<file path="config.mk">
export PLATFORM = sky130hd
export DESIGN_NAME = reg_dump
export DESIGN_NICKNAME = d
export VERILOG_FILES = /design/src/rtl/reg_dump.sv
export SDC_FILE = /design/constraint.sdc
export NUM_CORES = 1
export LEC_CHECK = 0
export CAP_MARGIN = 20
export CORE_MARGIN = 2
export CORE_UTILIZATION = 40
export CTS_CLUSTER_SIZE = 40
export DETAILED_ROUTE_END_ITERATION = 6
export PLACE_DENSITY = 0.76
export SKIP_LAST_GASP = 1
export SLEW_MARGIN = 20
export SYNTH_ARGS = -nofsm -noshare
export SYNTH_HDL_FRONTEND = slang
export SYNTH_SLANG_ARGS = --single-unit
</file>
<file path="constraint.sdc">
create_clock -name clk -period 1.8 [get_ports clk]
set_input_delay 0.36 -clock clk [delete_from_list [all_inputs] [get_ports clk]]
set_output_delay 0.36 -clock clk [all_outputs]
set_load 0.02 [all_outputs]
</file>
<file path="src/rtl/reg_dump.sv">
// Streams a contiguous (wrapping) range of register-file words out over a
// valid/ready interface. Define REG_DUMP_PARITY_EN to add the outParity output.
module reg_dump #(
  parameter int WORD_LENGTH = 8,
  parameter int REG_AMOUNT  = 8,
  localparam int AW = $clog2(REG_AMOUNT)
) (
  input  logic                   clk,
  input  logic                   rst_n,
  input  logic                   start,
  input  logic                   abort,
  input  logic [AW-1:0]          firstAddr,
  input  logic [AW-1:0]          lastAddr,
  output logic [AW-1:0]          rfAddr,
  input  logic [WORD_LENGTH-1:0] rfData,
  output logic                   outValid,
  input  logic                   outReady,
  output logic [WORD_LENGTH-1:0] outData,
  output logic [AW-1:0]          outAddr,
  output logic                   outLast,
  output logic                   busy,
  output logic                   done
`ifdef REG_DUMP_PARITY_EN
  ,
  output logic                   outParity
`endif
);

  typedef enum logic [1:0] {
    IDLE,
    LOAD,
    SEND,
    DONE
  } state_t;

  localparam logic [AW-1:0] LAST_REG = AW'(REG_AMOUNT - 1);

  state_t        state;
  state_t        state_next;
  logic [AW-1:0] pointer;
  logic [AW-1:0] end_addr;
  logic [AW-1:0] next_addr;
  logic          accept;
  logic          capture;
  logic          handshake;

  assign rfAddr = pointer;

  // Explicit wrap so non-power-of-two register files also dump across the end.
  assign next_addr = (pointer == LAST_REG) ? '0 : pointer + AW'(1);

  assign accept    = (state == IDLE) && start && !abort;
  assign capture   = (state == LOAD) && !abort;
  assign handshake = (state == SEND) && !abort && outValid && outReady;

  // NOTE: every signal written here gets a default first, so no path can
  // leave it unassigned and infer a latch.
  always_comb begin
    state_next = state;
    unique case (state)
      IDLE: if (accept) state_next = LOAD;
      LOAD: state_next = abort ? IDLE : SEND;
      SEND: begin
        if (abort)          state_next = IDLE;
        else if (handshake) state_next = outLast ? DONE : LOAD;
      end
      DONE: state_next = IDLE;
      default: state_next = IDLE;
    endcase
  end

  // NOTE: sequential state uses non-blocking assignments only, so every
  // register samples the pre-edge values of the others.
  always_ff @(posedge clk) begin
    if (!rst_n) state <= IDLE;
    else        state <= state_next;
  end

  always_ff @(posedge clk) begin
    if (!rst_n) begin
      pointer  <= '0;
      end_addr <= '0;
      outValid <= 1'b0;
      outData  <= '0;
      outAddr  <= '0;
      outLast  <= 1'b0;
      busy     <= 1'b0;
      done     <= 1'b0;
    end else begin
      busy <= (state_next != IDLE);
      done <= (state_next == DONE);

      if (accept) begin
        pointer  <= firstAddr;
        end_addr <= lastAddr;
      end

      if (capture) begin
        outData  <= rfData;
        outAddr  <= pointer;
        outLast  <= (pointer == end_addr);
        outValid <= 1'b1;
      end else if (handshake || abort) begin
        outValid <= 1'b0;
      end

      // The pointer stays on the final address once the last word leaves.
      if (handshake && !outLast) pointer <= next_addr;
    end
  end

`ifdef REG_DUMP_PARITY_EN
  always_ff @(posedge clk) begin
    if (!rst_n)       outParity <= 1'b0;
    else if (capture) outParity <= ^rfData;
  end
`endif

endmodule

</file>
**Word-level counts from Yosys, hierarchy flattened**

Index checks and enable logic that the tools add are counted.

- Input port bits: 19
- Output and inout port bits: 18
- Register bits: 23
- Word-level logic and storage cells: 41

- Reduce and logical (&&, ||, !) cells: 14
- $add $sub $neg: 1
- Multiplexer cells: 11
- Equal/unequal tests: 6

Operators with widths:

| kind | number |
|---|---|
| $mux 2 | 5 |
| $mux 3 | 3 |
| $pmux 2 s4 | 1 |
| $logic_and 1x1->1 | 7 |
| $eq 2x2->1 const B | 3 |
| $reduce_bool 2->1 | 3 |
| $add 3x1->3 const B | 1 |
| $eq 3x3->1 | 1 |
| $eq 3x3->1 const B | 1 |
| $eq 2x1->1 const B | 1 |
| $logic_not 1->1 | 2 |
| $logic_not 2->1 | 1 |
| $mux 1 | 2 |
| $logic_or 1x1->1 | 1 |

**Logic depth before layout (Yosys ltp)**

- Depth in word-level cells: 8
- Depth in mapped cells: 5
- Mapped depth without buffers: 5

**Worst setup path after synthesis**

OpenSTA, ideal clock, no wires.

- Kind: register to register
- From: register state[1]
- To: register outLast
- Path slack: 0.490 ns
- Data required time: 1.677 ns
- Stages on the path, launching flop included: 6
- Library setup time: 0.123 ns
- Buffers on the path: 2
- Clock period less this slack: 1.310 ns
- Arrival time: 1.187 ns
- Cell sequence: dfxtp_1 -> buf_6 -> or3b_2 -> buf_2 -> nand2_1 -> a21boi_0

- Cells in the longest elaborated chain, start to end: 2

RTL lines:

| what | line | source |
|---|---|---|
| from (decl) | 38 | `state_t state;` |
| from (signal assigned) | 76 | `else state <= state_next;` |
| $eq 2x1->1 | 53 | `assign capture = (state == LOAD) && !abort;` |
| $logic_and 1x1->1 | 53 |  |
| to (signal assigned) | 101 | `outLast <= (pointer == end_addr);` |
| to (decl) | 20 | `output logic outLast,` |

Every way passes these cells.
A chain may end at the register's enable or synchronous reset.

**Worst setup path in the final report**

- From: register outValid
- To: output outValid

RTL lines:

| what | line | source |
|---|---|---|
| from (decl) | 16 | `output logic outValid,` |
| from (signal assigned) | 83 | `outValid <= 1'b0;` |
| from (signal assigned) | 102 | `outValid <= 1'b1;` |
| from (signal assigned) | 104 | `outValid <= 1'b0;` |

No word-level cell between the ends.

==> results.sh <==
export IMPL_status="finished, final reports clean"
export IMPL_whs_ns=0.468
export IMPL_placed_cell_area_mm2=0.00139
export IMPL_clkTransAtPathRegs_ns=0.13
export IMPL_maxSlewViolCount=0
export IMPL_synthesis_area_um2=992
export IMPL_finalCriticalPeriod_ns=1.70
export IMPL_timing_final_ws_setup_ns=0.0953
export IMPL_grt_pass1_wl_mm=3.48
export IMPL_intPower_uw=684
export IMPL_dpl_worst_slack_ns=-0.0265
export IMPL_synthCells=106
export IMPL_max_slew_worst_pin_slew_ns=0.352
export IMPL_skew_ns=0.0188
export IMPL_yosys_area_top_type="dfxtp_1"
export IMPL_core_mm2=0.00241
export IMPL_cts_buffer_depth=2
export IMPL_num_antenna_cells=0
export IMPL_mostFrequentLayoutCells="34 x clkdlybuf4s50_1, 25 x nand2_1, 23 x dfxtp_1"
export IMPL_ant_nets=0
export IMPL_p_clk_frac=0.266
export IMPL_worstReg2RegStart="state[0]"
export IMPL_seq_power_share=0.596
export IMPL_crit_family="buffers and inverters"
export IMPL_drc=0
export IMPL_h_tree_depth=1
export IMPL_port_buffer_count=36
export IMPL_viasPerCell=4.91
export IMPL_nets=167
export IMPL_syn_num_nets=127
export IMPL_maxSlewHeadroom=0.765
export IMPL_grt_pass1_vias=827
export IMPL_critical_path_required_ns=1.44
export IMPL_numCtsBuffers=3
export IMPL_path_max_fanout=4
export IMPL_switching_share=0.234
export IMPL_powerDensity_mw_per_mm2=630
export IMPL_seq_area_frac_synth=0.464
export IMPL_end_kind="primary output"
export IMPL_clkSinkCount=23
export IMPL_rows=18
export IMPL_max_cap_viol_count=0
export IMPL_fin_area_mm2=0.00142
export IMPL_synth_area_per_cell_um2=9.36
export IMPL_grt_usage=0.164
export IMPL_total_leakage_power_nw=0.501
export IMPL_cp_num_buf_inv=1
export IMPL_synthTopCellsByArea="dfxtp_1 46%, nand2_1 9.5%, a21boi_0 9.1%"
export IMPL_gp_congestion=0.756
export IMPL_cp_arrival_ns=1.34
export IMPL_rsz0062_at_grt="no"
export IMPL_synth_ff_latch_count=23
export IMPL_slowest_stage="clkdlybuf4s50_1"
export IMPL_area_growth_pct=42.6
export IMPL_antenna_found_initial=0
export IMPL_drtPass1Iterations=4
export IMPL_cp_startpoint="outValid"
export IMPL_path_cells="clkdlybuf4s50_1"
export IMPL_ir_worst_vdd_mv=0.459
export IMPL_hold_viol=0
export IMPL_die_h_um=53.8
export IMPL_vias=859
export IMPL_die_area_mm2=0.00289
export IMPL_root_buffer="clkbuf_4"
export IMPL_hp_start="outData[3]"
export IMPL_slowest_delay_ns=0.63
export IMPL_setup_violations_final=0
export IMPL_power_switching_uw=209
export IMPL_ys_warn_count=0
export IMPL_comb_power_share=0.138
export IMPL_worst_skew_pair_late_latency_ns=0.31
export IMPL_chipWidth_um=53.8
export IMPL_post_cts_buffers=0
export IMPL_grt_ovfl_total=0
export IMPL_max_freq_ghz=0.587
export IMPL_grt_max_degree=16
export IMPL_timing_final_crit_share=0.947
export IMPL_ys_types=28
export IMPL_final_setup_tns_ns=0
export IMPL_min_path_type="reg -> reg"
export IMPL_initial_core_util=0.412
export IMPL_postRouteWirelength_mm=2.09
export IMPL_mostFrequentLayoutCell="clkdlybuf4s50_1"
export IMPL_critPathKind="reg -> out"
export IMPL_startpoint_type="flip-flop"
export IMPL_io_pin_count=37
export IMPL_total_power_uw=892
export IMPL_hpwl_mm=1.62
export IMPL_first_iter_violations=7
export IMPL_drive_gt1_frac=0.0690
export IMPL_cts_tree="done"
export IMPL_routedWlPerCell_um=11.9
export IMPL_synth_top_area_frac=0.464
==> logic make-up (layout without fill, tap and decap cells) <==
family	after synthesis	after routing	share of synthesized area
fa+ha+maj	2	2	0.0252
flops	23	23	0.464
compound gates	22	22	0.159
xor+xnor	3	3	0.0265
mux	5	5	0.0504
simple gates	45	45	0.238
buf+inv	6	45	0.0366
==> worst min-delay path, stage by stage, from the launching register on <==
cell and delay, ns:
dfxtp_1 0.32, nand2_1 0.04, a21boi_0 0.06
==> final timing paths <==
kind | depth (start not counted) | slack (ns) | endpoint
max | 1 | 0.1 | outValid
min | 2 | 0.47 | outData[3]
max reg2reg | 3 | 0.31 | outData[4]
min reg2reg | 2 | 0.47 | outData[3]
==> timing repair <==
| item | in CTS | in global routing |
|---|---|---|
| hold buffers | 0 | 0 |
| setup endpoints to repair | 1 | 1 |
| resized for setup | 1 | 1 |
==> layout make-up <==
cell class / count / area [um^2]
Multi-Input combinational cell: 77 / 495
Tap cell: 30 / 37.5
Inverter: 1 / 3.75
Fill cell: 217 / 995
Timing Repair Buffer: 40 / 392
Sequential cell: 23 / 460
Clock buffer: 4 / 26.3
==> registers in the layout (all words and copies together) (netlist names) <==
signal	count
outAddr	3
outValid	1
outData	8
outLast	1
state	2
done	1
busy	1
end_addr	3
rfAddr	3
==> metrics by stage <==
stage / std cells / util
floorplan: 106 / -
global placement: 171 / 0.576
detailed placement: 171 / 0.576
CTS: 175 / 0.586
global route: 175 / 0.587
finish: 175 / 0.587
==> per-layer routing <==
layer,GRT usage,vias to the layer above,part of all wire
met1,0.196,400,0.45
met4,0.0684,0,0.0081
li1,-,439,-
met2,0.283,18,0.50
met3,0.0361,2,0.046
met5,0,-,0
==> synthesized netlist by cell type <==
cell / instances
or2_2: 1
nand4_1: 1
a211oi_1: 1
nand2_1: 25
a221oi_1: 1
buf_2: 2
nor3b_1: 1
nand3_1: 1
mux2i_1: 5
o31ai_1: 3
nor2b_1: 4
a21boi_0: 12
nor4b_4: 1
clkbuf_1: 1
a31oi_1: 1
nor3_1: 2
ha_1: 2
nand2b_1: 5
a21oi_1: 3
buf_4: 1
buf_6: 1
xnor2_1: 3
nand4bb_1: 1
dfxtp_1: 23
nor2_1: 2
a21o_1: 1
or3b_2: 1
inv_1: 1
==> power by group through the flow <==
stage	Clock, mW	Combinational, mW	Sequential, mW
2_1_floorplan	0	0.0469	0.550
3_3_place_gp	0	0.122	0.543
3_5_place_dp	0	0.124	0.544
4_1_cts	0.240	0.124	0.532
5_1_grt	0.255	0.134	0.534
6_report	0.237	0.123	0.532
Note: power is estimated with default switching activity, not from simulation.
==> RTL change, RTL diff (same settings) <==
Change the parameter `REG_AMOUNT` from 8 to 4.
--- a/src/rtl/reg_dump.sv
+++ b/src/rtl/reg_dump.sv
@@ -3,5 +3,5 @@
 module reg_dump #(
   parameter int WORD_LENGTH = 8,
-  parameter int REG_AMOUNT  = 8,
+  parameter int REG_AMOUNT  = 4,
   localparam int AW = $clog2(REG_AMOUNT)
 ) (
Ports: changed (resized firstAddr, lastAddr, outAddr and rfAddr); port bits go from 37 to 33. The function was not compared with the original's and may differ.
==> RTL change against the original RTL <==
- worst setup slack got worse by 0.0094 ns
- total power up 6.1%
- design area down 12%
- area after synthesis decreased by 19%
- sequential share of layout area down 0.25 points
- sequential cell count is 3 lower
- wire length decreased by 19%
- via count decreased by 14%
- final cell count decreased by 11%
==> RTL change: results (changes against the original RTL) <==
stage,metric,value,unit,change
timing,timing.final.crit_share,0.952,,+0.00523
worst_setup_path,crit_start,rfAddr[1]$_SDFFE_PN0P_,,
global_routing,use_met2,0.249,,-0.0337
layout,fillers,175,,-19%
global_routing,grt_util_met3,0.0337,,-0.00237
synth,synth_common_cells,"22 x nand2_1, 20 x dfxtp_1, 14 x a21oi_1",,
detailed_routing,vias_per_cell,4.73,,-3.6%
hold_path,min_from,outData[1]$_SDFFE_PN0P_,,
place,dpl.cell_count,152,,-11%
place,portBuffers,32,,-11%
synth,synth_seq_area_share,0.496,,+0.0321
global_routing,grt_usage,0.152,,-0.0122
detailed_routing,dr_wl_met2,830,µm,-20%
clocking,clk_pin_slew,0.11,ns,-0.02 ns
detailed_routing,wl_met3,57,µm,-41%
place,dp_slack,-0.0276,ns,-0.00108 ns
power_and_ir_drop,max-vdd-ir-drop,510,µV,+11%
synth,synthTopCellsByArea,"dfxtp_1 50%, nand2_1 10%, a21oi_1 8.7%",,
place,gp_congestion,0.798,,+5.6%
power_and_ir_drop,switching_power,197,µW,-5.8%
power_and_ir_drop,p_leak,0.449,nW,-10%
detailed_routing,met1Wirelength,786,µm,-16%
worst_setup_path,reg2reg_to,rfAddr[1]$_SDFFE_PN0P_,,
synth,synth_area_per_cell,8.87,µm²,-5.3%
worst_setup_path,endpoint,rfAddr[1],,
power_and_ir_drop,p_seq_frac,0.492,,-0.104
global_routing,grtUsageMet1,0.190,,-0.00595
clocking,insertion_delay,0.29,ns,-0.02 ns
detailed_routing,first_iter_violations,5,,-2
place,place_hpwl,1320,µm,-18%
detailed_routing,drt_wl_total,1690,µm,-19%
global_routing,grt_max_degree,13,,-3
global_routing,grt_pass1_vias,655,,-21%
synth,synthesis.nets,109,,-14%
layout,drive_gt1_frac,0.0853,,+0.0163
global_routing,grt_pass1_wl,2830,µm,-19%
synth,synth_cell_types,23,,-18%
status,status,completed,,
worst_setup_path,crit_fanout,5,,+1
RTL change: changes by cell type after synthesis, moves of 2 or more:
cell,delta
dfxtp_1,-3
nand3b_1,+2
or3b_1,+2
nand2b_1,-2
a21oi_1,+11
a21boi_0,-12
nand2_1,-3
o31ai_1,-2
nor2b_1,-4
nor2_1,+3
mux2i_1,-2
RTL change: kinds of logic (layout without fill, tap and decap cells):
family | after synthesis | count (layout) | synth area share
XOR/XNOR | 2 | 2 | 0.0217
flip-flops | 20 | 20 | 0.496
buffers and inverters | 4 | 42 | 0.0217
AND/OR/NAND/NOR | 43 | 43 | 0.284
AO/OA/AOI/OAI | 18 | 18 | 0.124
adder cells (fa/ha/maj) | 1 | 1 | 0.0155
multiplexers | 3 | 3 | 0.0372
RTL change: final cells by class:
| cell class | count | area (µm²) | share of cell area |
|---|---|---|---|
| clock buffer | 3 | 22.5 | 0.0182 |
| timing repair buffer | 37 | 360 | 0.291 |
| sequential | 20 | 400 | 0.323 |
| inverter | 1 | 3.75 | 0.00303 |
| multi-input combinational | 67 | 389 | 0.314 |
| clock inverter | 1 | 30.0 | 0.0242 |
| tap | 27 | 33.8 | 0.0272 |
RTL change: what timing repair did:
item / CTS / global route
resized for setup: 0 / 1
hold endpoints to repair: 0 / 0
setup endpoints to repair: 0 / 1
RTL change: metrics by stage:
step	hold slack [ns]	cell area, µm²	power [mW]	util
2_1_floorplan	0.439	807	0.524	-
4_1_cts	0.466	1240	0.956	0.644
6_report	0.464	1240	0.946	0.645
5_1_grt	0.490	1240	0.989	0.645
3_5_place_dp	0.449	1180	0.594	0.617
3_3_place_gp	0.443	1180	0.592	0.617
